## src/rtl/tr_gen.sv

```systemverilog
`default_nettype none
// ============================================================================
//  Module   : tr_gen
//  Purpose  : Periodic TR (transmit/receive) pulse generator. Emits a
//             registered tr pulse of fixed width at a fixed period, plus a
//             two-deep history of tr for downstream edge detection.
//             Supports free-run or sync-armed start, resync to an external
//             frame sync while running, and finite bursts.
//  Ports    : clk        - system clock, rising edge
//             rst        - asynchronous, active-high reset
//             en         - level: 1 = run / arm, 0 = stop at end of period
//             sync_in    - one-cycle external frame sync pulse
//             burst_num  - pulses per run (0 = continuous), sampled at start
//             tr         - TR pulse (registered)
//             tr_edge    - {tr delayed 2, tr delayed 1}; 01 rise, 10 fall
//             tr_cnt     - pulses issued in the current run
//             busy       - 1 while in ARM / HIGH / LOW
//             done       - one-cycle pulse on return to IDLE from HIGH/LOW
//  Revision : 1.0 - initial release
// ============================================================================
module tr_gen #(
   parameter int TR_PERIOD_CLOCK_NUM          = 15000,
   parameter int TR_POSITIVE_PERIOD_CLOCK_NUM = 120,
   parameter int SYNC_MODE                    = 0,
   parameter int RESYNC_EN                    = 1
) (
   input  logic        clk,
   input  logic        rst,
   input  logic        en,
   input  logic        sync_in,
   input  logic [15:0] burst_num,
   output logic        tr,
   output logic [1:0]  tr_edge,
   output logic [15:0] tr_cnt,
   output logic        busy,
   output logic        done
);

   typedef enum logic [1:0] {
      IDLE = 2'd0,
      ARM  = 2'd1,
      HIGH = 2'd2,
      LOW  = 2'd3
   } state_t;

   // pcnt counts 0..PERIOD-1 across a whole period; HIGH covers 0..WIDTH-1.
   localparam logic [15:0] PCNT_LAST = 16'(TR_PERIOD_CLOCK_NUM - 1);
   localparam logic [15:0] HIGH_LAST = 16'(TR_POSITIVE_PERIOD_CLOCK_NUM - 1);

   state_t      state;
   logic [15:0] pcnt;
   logic [15:0] burst_lat;

   logic burst_met;
   logic period_end;
   logic stop;
   logic resync;

   assign burst_met  = (burst_lat != 16'd0) && (tr_cnt == burst_lat);
   assign period_end = (state == LOW) && (pcnt == PCNT_LAST);
   // Stop has priority over a coincident resync.
   assign stop       = period_end && (!en || burst_met);
   // Once the burst count is reached a resync would issue an extra pulse,
   // so it is ignored and the run finishes at the end of the period.
   assign resync     = (RESYNC_EN != 0) && sync_in && !burst_met &&
                       ((state == HIGH) || (state == LOW));

   always_ff @(posedge clk or posedge rst) begin
      if (rst) begin
         state     <= IDLE;
         tr        <= 1'b0;
         tr_edge   <= 2'b00;
         tr_cnt    <= 16'd0;
         busy      <= 1'b0;
         done      <= 1'b0;
         pcnt      <= 16'd0;
         burst_lat <= 16'd0;
      end else begin
         tr_edge <= {tr_edge[0], tr};
         done    <= 1'b0;

         case (state)
            IDLE: begin
               if (en) begin
                  burst_lat <= burst_num;
                  busy      <= 1'b1;
                  if (SYNC_MODE != 0) begin
                     state  <= ARM;
                     tr_cnt <= 16'd0;
                  end else begin
                     state  <= HIGH;
                     tr     <= 1'b1;
                     pcnt   <= 16'd0;
                     tr_cnt <= 16'd1;
                  end
               end
            end

            ARM: begin
               if (sync_in) begin
                  state  <= HIGH;
                  tr     <= 1'b1;
                  pcnt   <= 16'd0;
                  tr_cnt <= tr_cnt + 16'd1;
               end else if (!en) begin
                  state <= IDLE;
                  busy  <= 1'b0;
               end
            end

            HIGH, LOW: begin
               if (stop) begin
                  state <= IDLE;
                  tr    <= 1'b0;
                  busy  <= 1'b0;
                  done  <= 1'b1;
               end else if (resync || period_end) begin
                  // Restart the period; if tr is already high it simply
                  // stays high, stretching the pulse without a glitch.
                  state  <= HIGH;
                  tr     <= 1'b1;
                  pcnt   <= 16'd0;
                  tr_cnt <= tr_cnt + 16'd1;
               end else if ((state == HIGH) && (pcnt == HIGH_LAST)) begin
                  state <= LOW;
                  tr    <= 1'b0;
                  pcnt  <= pcnt + 16'd1;
               end else begin
                  pcnt <= pcnt + 16'd1;
               end
            end

            default: begin
               state <= IDLE;
               tr    <= 1'b0;
               busy  <= 1'b0;
            end
         endcase
      end
   end

endmodule
`default_nettype wire

```

## config.mk

```make
export PLATFORM = sky130hd
export DESIGN_NAME = tr_gen
export DESIGN_NICKNAME = d
export VERILOG_FILES = /design/src/rtl/tr_gen.sv
export SDC_FILE = /design/constraint.sdc
export NUM_CORES = 1
export LEC_CHECK = 0
export BUFFER_PORTS_ARGS = -buffer_cell sky130_fd_sc_hd__buf_2
export CAP_MARGIN = 20
export CORE_ASPECT_RATIO = 1.4
export CORE_MARGIN = 2
export CORE_UTILIZATION = 50
export CTS_CLUSTER_DIAMETER = 200
export DETAILED_ROUTE_END_ITERATION = 16
export PLACE_DENSITY = 0.73
export SYNTH_ARGS = -nofsm -noshare
export SYNTH_HDL_FRONTEND = slang
export SYNTH_SLANG_ARGS = --single-unit
```

## constraint.sdc

```tcl
create_clock -name clk -period 5 [get_ports clk]
set_clock_uncertainty 0.2 [all_clocks]
set_input_delay 0.75 -clock clk [delete_from_list [all_inputs] [get_ports clk]]
set_output_delay 0.75 -clock clk [all_outputs]
set_load 0.005 [all_outputs]
```

Word level (Yosys, flattened, before mapping)
Index checks and enable logic that the tools add are counted.

cells by class
  add/subtract/negate cells = 2
  eq/ne operators = 15
  multiplexer cells = 29
  reductions and logical operators = 20

operators with widths
  operator                                                count
  two-way mux 16 bit                                      8
  one-hot mux 16 bit (3 select lines)                     2
  adder 16 x 1 -> 16 bit (second input constant)          2
  equality test 16 x 14 -> 1 bit (second input constant)  1
  equality test 16 bit                                    1
  equality test 16 x 7 -> 1 bit (second input constant)   1
  nonzero test 16 bit                                     1
  inequality test 2 bit (second input constant)           7
  two-way mux 2 bit                                       6
  two-way mux 1 bit                                       10
  AND reduction 3 bit                                     3
  AND reduction 4 bit                                     2
  logical AND 1 bit                                       6
  one-hot mux 1 bit (3 select lines)                      2
  one-hot mux 2 bit (3 select lines)                      1
  equality test 2 bit (second input constant)             2
  inequality test 4 bit (second input constant)           1
  logical OR 1 bit                                        3
  inequality test 3 bit (second input constant)           1
  equality test 2 x 1 -> 1 bit (second input constant)    1
  logical NOT 1 bit                                       2
  logical NOT 2 bit                                       1
  AND reduction 2 bit                                     1
  OR reduction 2 bit                                      1

storage, ports and cells
  bits in registers = 55
  bits of input ports = 20
  output and inout port bits = 21
  logic and storage cells = 74

Depth between registers and ports, before layout
  depth in word-level cells = 9
  gate-level depth with buffers = 9
  gate-level depth less buffers = 8

Least setup slack after synthesis
Ideal clock, no wire load.

  kind = reg2reg
  from = register pcnt[0]
  to = register tr_cnt[5]
  setup time = 140 ps
  arrival = 2629 ps
  required time = 4660 ps
  setup slack = 2032 ps
  stages on the path, launching flop included = 10
  buffers on the path = 2
  period minus slack after synthesis = 2968 ps
  path through = dfrtp_1 > ha_1 > or4b_1 > or4_4 > or2_1 > a32o_1 > buf_6 > buf_2 > o311ai_0 > o41ai_1

on the way
  cells in the longest elaborated chain, start to end = 5
  elaborated cells on any way between the ends = 7
  classes of those cells = eq/ne: 3; reduce/logical: 4

RTL lines
  element                                                RTL line  RTL
  start: declaration                                     51        logic [15:0] pcnt;
  start signal: assignment                               127       pcnt <= pcnt + 16'd1;
  start signal: assignment                               129       pcnt <= pcnt + 16'd1;
  equality test 16 x 14 -> 1 bit *                       60        assign period_end = (state == LOW) && (pcnt == PCNT_LAST);
  logical AND 1 bit *                                    60
  logical OR 1 bit or logical AND 1 bit (tied branches)  117, 62
  inequality test 2 bit (no source line)                 -
  AND reduction 4 bit (no source line) *                 -
  end signal: assignment                                 104       tr_cnt <= tr_cnt + 16'd1;
  end signal: assignment                                 123       tr_cnt <= tr_cnt + 16'd1;
  end: declaration                                       34        output logic [15:0] tr_cnt,

Mark *: on every way between the ends. The rest lies on a longest branch, timed or not.
A chain may end at the register's enable or synchronous reset.

Worst setup path in the final report
  from = register pcnt[0]
  to = register tr_cnt[7]

The elaborated chain is that of the path after synthesis.

==> impl_metrics.tcl <==
set metrics [dict create \
    holdWs_ns 0.1815 \
    dieArea_mm2 0.006685 \
    syn-instance-count 344 \
    arrival_ns 3.51 \
    cp_slowest_cell "a32oi_1" \
    routed_wirelength_mm 7.164 \
    cts_sinks 55 \
    yosysTopAreaCell "dfrtp_1" \
    grt_pass1_vias 2585 \
    drtAntennaViolNets 0 \
    clk_pin_slew_ns 0.10 \
    crit_chain "ha_1 > or4b_1 > or4_4 > or2_1 > a32oi_1 > buf_4 > and4_1 > mux2i_1" \
    synth_edf_count 0 \
    max-slew-margin-rel 0.3248 \
    cp_slowest_stage_delay_ns 0.64 \
    timing.fmax_mhz 286.5 \
    drc 0 \
    io_buffer_count 40 \
    worst_slew_pin_slew_ns 1.010 \
    postSynthRegisterBits 55 \
    yosysSeqAreaShare 0.4559 \
    num_vias 2680 \
    yosys-top-cells-area "dfrtp_1, nand2_1, xnor2_1" \
    worst_skew_pair.late_latency_ns 0.31 \
    globalRouteTotalUtil 0.2249 \
    power_density_mw_per_mm2 306.1 \
    clockBufferDepth 2 \
    hp-class "reg -> reg" \
    rows 33 \
    crit_fanout 16 \
    ctsResizeCount 0 \
    diodes 0 \
    power_leakage_nw 1.563 \
    slew_viol_final 0 \
    ctsRootBufferMaster "clkbuf_8" \
    yosys_warnings 0 \
    place_congestion 0.8188 \
    ir_drop_mv 0.1754 \
    drt_iter0_drc 173 \
    fin_crit_ns 3.490 \
    period_share 0.6980 \
    pin_count 41 \
    setup_violations 0 \
    area_growth_pct 11.48 \
    worst_setup_path_start_kind "flop" \
    required_ns 5.02 \
    antenna_found_initial 0 \
    hold_viol_final 0 \
    avgSynthCellArea_um2 8.777 \
    synth_ff_type "dfrtp_1" \
    synthesis.area_mm2 0.003019 \
    grt_pass1_wl_mm 12.05 \
    fin_setup_tns_ns 0 \
    nets 401 \
    postCtsSetupBuffers 0 \
    overflow 0 \
    wire_per_inst_um 15.92 \
    die_w_um 69.68 \
    cts_made_buffers 5 \
    yosys.cell_types.count 51 \
    first_pass_iters 4 \
    fp.dieH_um 95.94 \
    final_layout_size_suffix_gt1_frac 0.1579 \
    grt_setup_unrepaired "false" \
    status "finished, final reports clean" \
    viasPerCell 5.956 \
    initial_core_util 0.5149 \
    cap_violations 0 \
    yosysMostFrequentCell "nand2_1" \
    dpl.hpwl_mm 4.966 \
    synth_nets 366 \
    grt_max_degree 56 \
    cts_hold_buf 0 \
    cts_max_level 2 \
    critical_path_class "reg -> reg" \
    cts_tree "yes" \
    endpoint_kind "flop" \
    core_area_mm2 0.005863 \
    synth_top_cell_area_share 0.4559 \
    synth-async-reset-ratio 1.000 \
    synth_common_cells "nand2_1, dfrtp_1, nor2_1" \
]
## registers in the layout (all words and copies together), names as in the netlist
register and count:
done 1, tr 1, tr_edge 2, pcnt 16, busy 1, burst_lat 16
tr_cnt 16, state 2
## metrics by stage
step / utilization / setup slack, ns / power, mW / area [um^2] / instances
global placement: 0.5570 / 1.669 / 0.7646 / 3266 / 442
global route: 0.5741 / 1.356 / 1.083 / 3366 / 450
floorplan: - / 2.032 / 0.6863 / 3019 / 344
detailed placement: 0.5570 / 1.572 / 0.7694 / 3266 / 442
finish: 0.5741 / 1.510 / 1.030 / 3366 / 450
CTS: 0.5741 / 1.539 / 1.037 / 3366 / 450
## metal layers
metal,part of all wire,track usage,vias up
met3,0.035,0.02932,15
met5,0,0,-
li1,-,-,1291
met2,0.53,0.4199,68
met1,0.41,0.2631,1306
met4,0.027,0.08974,0
## worst max-delay path: cells and delay by family, from the launching register on
kind	cells	cell delay (ns)
buffers and inverters	1	0.34
DFF	1	0.42
AOI/OAI and AO/OA	1	0.64
muxes	1	0.21
adders and majority gates	1	0.23
and+or+nand+nor	4	1.37
## report_power, final
group          switching (mW)  internal [mW]
Sequential             0.0662          0.489
Clock                   0.144          0.127
Combinational          0.0985          0.106
## kinds of logic after synthesis
family	count (synthesis)	synth area share
simple gates	178	0.2942
compound gates	61	0.1368
flops	55	0.4559
buf+inv	25	0.03481
xor+xnor	16	0.04641
mux	7	0.02362
fa+ha+maj	2	0.008287
## area by class of cell
class	count	area (um^2)
repair buffers	44	230.2
fillers	573	2497
inverters	9	33.78
clock buffers	8	100.1
well taps	70	87.58
multi-input cells	264	1538
flip-flops and latches	55	1376
## cells in the final DEF (no fill, tap or decap), drive strengths merged, types with 9 or more instances in the layout
| cell type | Yosys | routed |
|---|---|---|
| nand2 | 76 | 76 |
| dfrtp | 55 | 55 |
| nor2 | 18 | 18 |
| o21ai | 15 | 15 |
| nand4 | 9 | 9 |
| xnor2 | 16 | 16 |
| buf | 6 | 44 |
| nand3 | 17 | 17 |
| and3 | 9 | 9 |
| nor4 | 10 | 10 |
| a21oi | 9 | 9 |
## final timing paths
path,startpoint,to,slack (ns),cells past startpoint
max,pcnt[0],tr_cnt[7],1.51,8
min,tr_edge[0],tr_edge[1],0.18,0
max reg2reg,pcnt[0],tr_cnt[7],1.51,8
min reg2reg,tr_edge[0],tr_edge[1],0.18,0
max in group asynchronous,rst,tr_cnt[7],3.72,3
min in group asynchronous,rst,tr,0.43,3
Note: power is estimated with default switching activity, not from simulation.
